===== config.mk =====
export PLATFORM = sky130hd
export DESIGN_NAME = reg_scoreboard
export DESIGN_NICKNAME = d
export VERILOG_FILES = /design/src/rtl/reg_scoreboard.sv
export SDC_FILE = /design/constraint.sdc
export NUM_CORES = 1
export LEC_CHECK = 0
export ABC_AREA = 1
export CORE_MARGIN = 2
export CORE_UTILIZATION = 65
export DETAILED_ROUTE_END_ITERATION = 8
export PLACE_DENSITY_LB_ADDON = 0.2
export SLEW_MARGIN = 20
export SYNTH_ARGS = -nofsm -noshare
export SYNTH_HDL_FRONTEND = slang
export SYNTH_SLANG_ARGS = --single-unit

===== constraint.sdc =====
create_clock -name i_clk -period 6.4 [get_ports i_clk]
set_clock_uncertainty 0.1 [all_clocks]
set_input_delay 1.92 -clock i_clk [delete_from_list [all_inputs] [get_ports i_clk]]
set_output_delay 1.92 -clock i_clk [all_outputs]
set_load 0.02 [all_outputs]

===== src/rtl/reg_scoreboard.sv =====
// Register-hazard scoreboard: one pending-writeback counter per architectural register.
// Drives the ID-stage stall when a source is still in flight or the destination counter is saturated.
module reg_sb_cnt #(
  parameter int CNT_W = 2
) (
  input  logic             i_clk,
  input  logic             i_rst,
  input  logic             i_inc,
  input  logic             i_ret,
  output logic [CNT_W-1:0] o_cnt
);
  logic [CNT_W-1:0] r_cnt;

  // A simultaneous issue and retire cancel out, so the count is left alone.
  always_ff @(posedge i_clk) begin
    if (!i_rst)               r_cnt <= '0;
    else if (i_inc && !i_ret) r_cnt <= r_cnt + CNT_W'(1);
    else if (i_ret && !i_inc) r_cnt <= r_cnt - CNT_W'(1);
  end

  assign o_cnt = r_cnt;
endmodule

module reg_scoreboard #(
  parameter int REG_ADDR_W = 5,
  parameter int NUM_SRC    = 2,
  parameter int CNT_W      = 2,
  parameter int WB_BYPASS  = 1
) (
  input  logic                          i_clk,
  input  logic                          i_rst,
  input  logic                          i_issue_valid,
  input  logic                          i_issue_wb_en,
  input  logic [REG_ADDR_W-1:0]         i_issue_dest,
  input  logic [NUM_SRC*REG_ADDR_W-1:0] i_src_addr,
  input  logic [NUM_SRC-1:0]            i_src_used,
  input  logic                          i_wb_valid,
  input  logic [REG_ADDR_W-1:0]         i_wb_dest,
  output logic                          o_stall,
  output logic [NUM_SRC-1:0]            o_src_pending,
  output logic                          o_dest_full,
  output logic [REG_ADDR_W+CNT_W-1:0]   o_total_pending,
  output logic                          o_idle,
  output logic                          o_err_underflow
);
  localparam int NUM_REGS = 2**REG_ADDR_W;
  localparam int TOT_W    = REG_ADDR_W + CNT_W;

  logic [NUM_REGS-1:0][CNT_W-1:0] w_cnt;
  logic [CNT_W-1:0]               w_dest_cnt;
  logic [CNT_W-1:0]               w_wb_cnt;
  logic                           w_inc;
  logic                           w_ret;
  logic                           w_wb_nz;
  logic                           w_under;
  logic [TOT_W-1:0]               r_total;
  logic                           r_err;

  // $zero is hardwired, so it never holds a pending write.
  assign w_cnt[0] = '0;

  genvar r;
  generate
    for (r = 1; r < NUM_REGS; r++) begin : g_reg
      reg_sb_cnt #(.CNT_W(CNT_W)) u_cnt (
        .i_clk (i_clk),
        .i_rst (i_rst),
        .i_inc (w_inc && (i_issue_dest == REG_ADDR_W'(r))),
        .i_ret (w_ret && (i_wb_dest == REG_ADDR_W'(r))),
        .o_cnt (w_cnt[r])
      );
    end
  endgenerate

  genvar i;
  generate
    for (i = 0; i < NUM_SRC; i++) begin : g_src
      logic [REG_ADDR_W-1:0] w_src;
      logic [CNT_W-1:0]      w_scnt;
      logic                  w_byp;
      assign w_src  = i_src_addr[i*REG_ADDR_W +: REG_ADDR_W];
      assign w_scnt = w_cnt[w_src];
      // Last outstanding write landing this cycle is forwarded, so no hazard.
      assign w_byp  = (WB_BYPASS != 0) && i_wb_valid && (i_wb_dest == w_src) &&
                      (w_scnt == CNT_W'(1));
      assign o_src_pending[i] = i_src_used[i] && (w_src != '0) && (w_scnt != '0) && !w_byp;
    end
  endgenerate

  assign w_dest_cnt  = w_cnt[i_issue_dest];
  assign w_wb_cnt    = w_cnt[i_wb_dest];
  // Deliberately ignores a same-cycle retire to the destination.
  assign o_dest_full = i_issue_valid && i_issue_wb_en && (i_issue_dest != '0) &&
                       (w_dest_cnt == {CNT_W{1'b1}});
  assign o_stall     = i_issue_valid && ((|o_src_pending) || o_dest_full);
  assign w_inc       = i_issue_valid && !o_stall && i_issue_wb_en && (i_issue_dest != '0);
  assign w_wb_nz     = i_wb_valid && (i_wb_dest != '0);
  assign w_ret       = w_wb_nz && (w_wb_cnt != '0);
  assign w_under     = w_wb_nz && (w_wb_cnt == '0);

  always_ff @(posedge i_clk) begin
    if (!i_rst) begin
      r_total <= '0;
      r_err   <= 1'b0;
    end else begin
      r_total <= r_total + TOT_W'(w_inc) - TOT_W'(w_ret);
      if (w_under) r_err <= 1'b1;
    end
  end

  assign o_total_pending = r_total;
  assign o_idle          = (r_total == '0);
  assign o_err_underflow = r_err;
endmodule

==> results of run 1 <==
sequential cells by signal (all words and copies together) (netlist names):
signal / flops
o_total_pending: 7
o_err_underflow: 1
g.u_cnt.o_cnt: 62
power groups by stage:
stage | clock (W) | combinational [W] | sequential, W
2_1_floorplan | 0 | 0.000246 | 0.000497
3_3_place_gp | 0 | 0.000400 | 0.000481
3_5_place_dp | 0 | 0.000405 | 0.000481
4_1_cts | 0.000401 | 0.000411 | 0.000471
5_1_grt | 0.000418 | 0.000461 | 0.000474
6_report | 0.000402 | 0.000425 | 0.000471
worst reg2reg max path, cell delays in order (launching register included):
cell,delay [ps]
dfxtp_1,470
inv_1,140
a21oi_1,270
o31ai_1,160
nand3_1,160
nand2_1,120
nor2_2,260
ha_1,290
inv_1,50
ha_1,140
inv_1,70
fa_1,360
inv_1,100
a21oi_1,70
nor2_1,120
nor2_1,70
nor2_1,130
nor2_1,60
o21bai_1,160
o21ai_0,90
a21oi_1,160
cells by family (layout without fill, tap and decap cells):
| family | count (synthesis) | in the layout | synth area share (%) |
|---|---|---|---|
| simple gates | 504 | 504 | 36.2 |
| compound gates | 285 | 285 | 22.2 |
| buf+inv | 163 | 212 | 11.5 |
| xor+xnor | 8 | 8 | 1.06 |
| flops | 70 | 70 | 21.2 |
| fa+ha+maj | 41 | 41 | 7.86 |
repair_timing:
action	4_1_cts	5_1_grt
setup endpoints to repair	0	2
gates resized for setup	0	4
endpoints found under the hold margin	0	0
cell type report:
class | instances | area share (%)
multi-input combinational | 838 | 59.9
sequential | 70 | 18.8
timing repair buffer | 84 | 10.6
inverter | 112 | 5.67
clock buffer | 14 | 2.32
tap | 133 | 2.23
clock inverter | 2 | 0.520
worst paths after layout:
check                           slack (ps)               startpoint                 end
worst max-delay path                   170            i_src_addr[5]    o_src_pending[1]
worst min-delay path                   430          o_err_underflow     o_err_underflow
worst max register to register        2780  g_reg[1].u_cnt.o_cnt[0]  o_total_pending[6]
worst min register to register         430          o_err_underflow     o_err_underflow
cells in the final DEF, fill, tap and decap left out, drive strengths merged, types with 3 or more instances in the layout:
cell	count
a21oi	118
buf	47
clkbuf	14
clkdlybuf4s50	35
clkinv	4
dfxtp	70
ha	40
inv	109
nand2	223
nand3	154
nand4	14
nor2	110
nor3	3
o211ai	12
o21ai	147
xor2	7
stage by stage:
stage	hold slack [ps]	utilization, %	power (W)	cell area (um2)
3_3_place_gp	354	73.6	0.000881	7230
4_1_cts	423	75.8	0.00128	7440
3_5_place_dp	403	73.6	0.000887	7230
2_1_floorplan	378	-	0.000742	6620
6_report	432	75.9	0.00130	7460
5_1_grt	453	75.9	0.00135	7460
per-layer routing:
| metal | vias to the layer above | share of wire, % | GRT usage (%) |
|---|---|---|---|
| li1 | 3702 | - | - |
| met1 | 3433 | 36 | 60.3 |
| met2 | 706 | 40 | 65.8 |
| met3 | 167 | 16 | 14.0 |
| met4 | 0 | 7.2 | 27.8 |
| met5 | - | 0 | 0 |
==> qor.yml, run 1 <==
yosys:
  ys_ff_latch: 70
  ys_warn_count: 0
  synth_ff_type: "dfxtp_1"
  ys_types: 35
  synth_top_area_share_pct: 21.2
  synth_area_mm2: 0.00662
  synth.most_common_cell: "nand2_1"
  ys_seq_area_share_pct: 21.2
  syn_area_per_cell_um2: 6.18
  async_flop_share_pct: 0
  yosysTopAreaCell: "dfxtp_1"
  synth_edf_count: 0
  synth.top_cells.by_count: "nand2_1 (218), nand3_1 (153), o21ai_0 (135)"
  netlist_instances: 1071
  syn_nets: 1139
  synthTopCellsByArea: "dfxtp_1 (21%), nand2_1 (12%), nand3_1 (12%), o21ai_0 (10%), a21oi_1 (8.9%)"
route:
  routed_via_density: 6.39
  final_antenna_net_count: 0
  wirelength_um: 25100
  first_pass_iters: 7
  first_iter_violations: 1382
  post-route-drc-count: 0
  routedWlPerCell_um: 20.0
  vias: 8008
placement:
  port_buffers: 39
  pre_cts_slack_ps: 25.4
  gp_congestion: 1.11
  dp_hpwl_um: 18400
  dp_cells: 1237
power_and_ir_drop:
  power_leakage_nw: 3.06
  pwr_density_cell_mw_per_mm2: 174
  combPwrFrac_pct: 32.7
  p_switching_w: 0.000473
  power.internal_w: 0.000825
  p_seq_share_pct: 36.3
  ir_drop_v: 0.000259
  pwr-share-clk_pct: 30.9
  sw_frac_of_total_pct: 36.4
critical_path:
  cpLargestDelayFamily: "buffers and inverters"
  worst_path_largest_cell_delay_ps: 590
  crit_required_ps: 4380
  start_kind: "input pin"
  worst_path_max_delay_cell: "clkdlybuf4s50_1"
  end_kind: "output pin"
  cp_num_buf_inv: 4
  path_depth: 13
  reg2reg_depth: 20
  path_max_fanout: 29
  path_class: "input pin to output pin"
  crit_path_cell_trace: "clkdlybuf4s50_1, buf_6, nand2_1, nand3_1, nand4_1, nand2_1, nand2_1, nand2_1, nand3_1, nand2_1, nand2_2, inv_1, clkdlybuf4s50_1"
  crit_arrival_ps: 4210
  cpMostUsedCell: "nand2_1"
clocking:
  cts_tree: "done"
  clk_pin_slew_ps: 80
  numCtsBuffers: 9
  h-tree-depth: 3
  cts-root-buf: "clkbuf_8"
  ctsHoldBuffers: 0
  clk_path_buf_depth: 2
  clkLatencyLatePin_ps: 380
  cts_setup_buffers: 0
  clkSinkCount: 70
sta:
  rsz0062_at_grt: "no"
  fmax_mhz: 161
  worst_pin_slew_ps: 1080
  finalCritPeriodShare_pct: 97.3
  setup_slack_ps: 170
  period_needed_ps: 6230
  slew_violations: 0
  relSlewSlack_pct: 28.0
  finalHoldViolations: 0
  fin_tns_setup_ps: 0
  setup_viol: 0
floorplan:
  dieArea_mm2: 0.0110
  ios: 40
  fp.dieH_um: 105
  die_w_um: 105
  core_mm2: 0.00982
  num_rows: 36
  initial_core_util_pct: 67.5
global_route:
  antenna_found_initial: 0
  grt_pass1_wl_um: 39300
  grt_pass1_vias: 7305
  grt_remaining_overflow: 0
  grt.total_usage_pct: 46.0
  grt_max_degree: 62
cells_and_area:
  multi_input_area_mm2: 0.00446
  fillerInstances: 840
  seqCellArea_mm2: 0.00140
  drive_above_1_share_pct: 10.1
  nNetsFinal: 1183
  area_delta_synth_final_pct: 12.6
  diodes: 0
  fin_cells: 1253
job:
  maxCapViolations: 0
hold_path:
  whs_path_depth: 2
  hold_class: "register to register"
status:
  outcome: "completed"
Note: power is estimated with default switching activity, not from simulation.
==> run 2, diff against run 1 <==
Settings changed: SLEW_MARGIN 20 to 10.
==> results of run 2 <==
Final layout, timing and power as in run 1 (identical DEF).
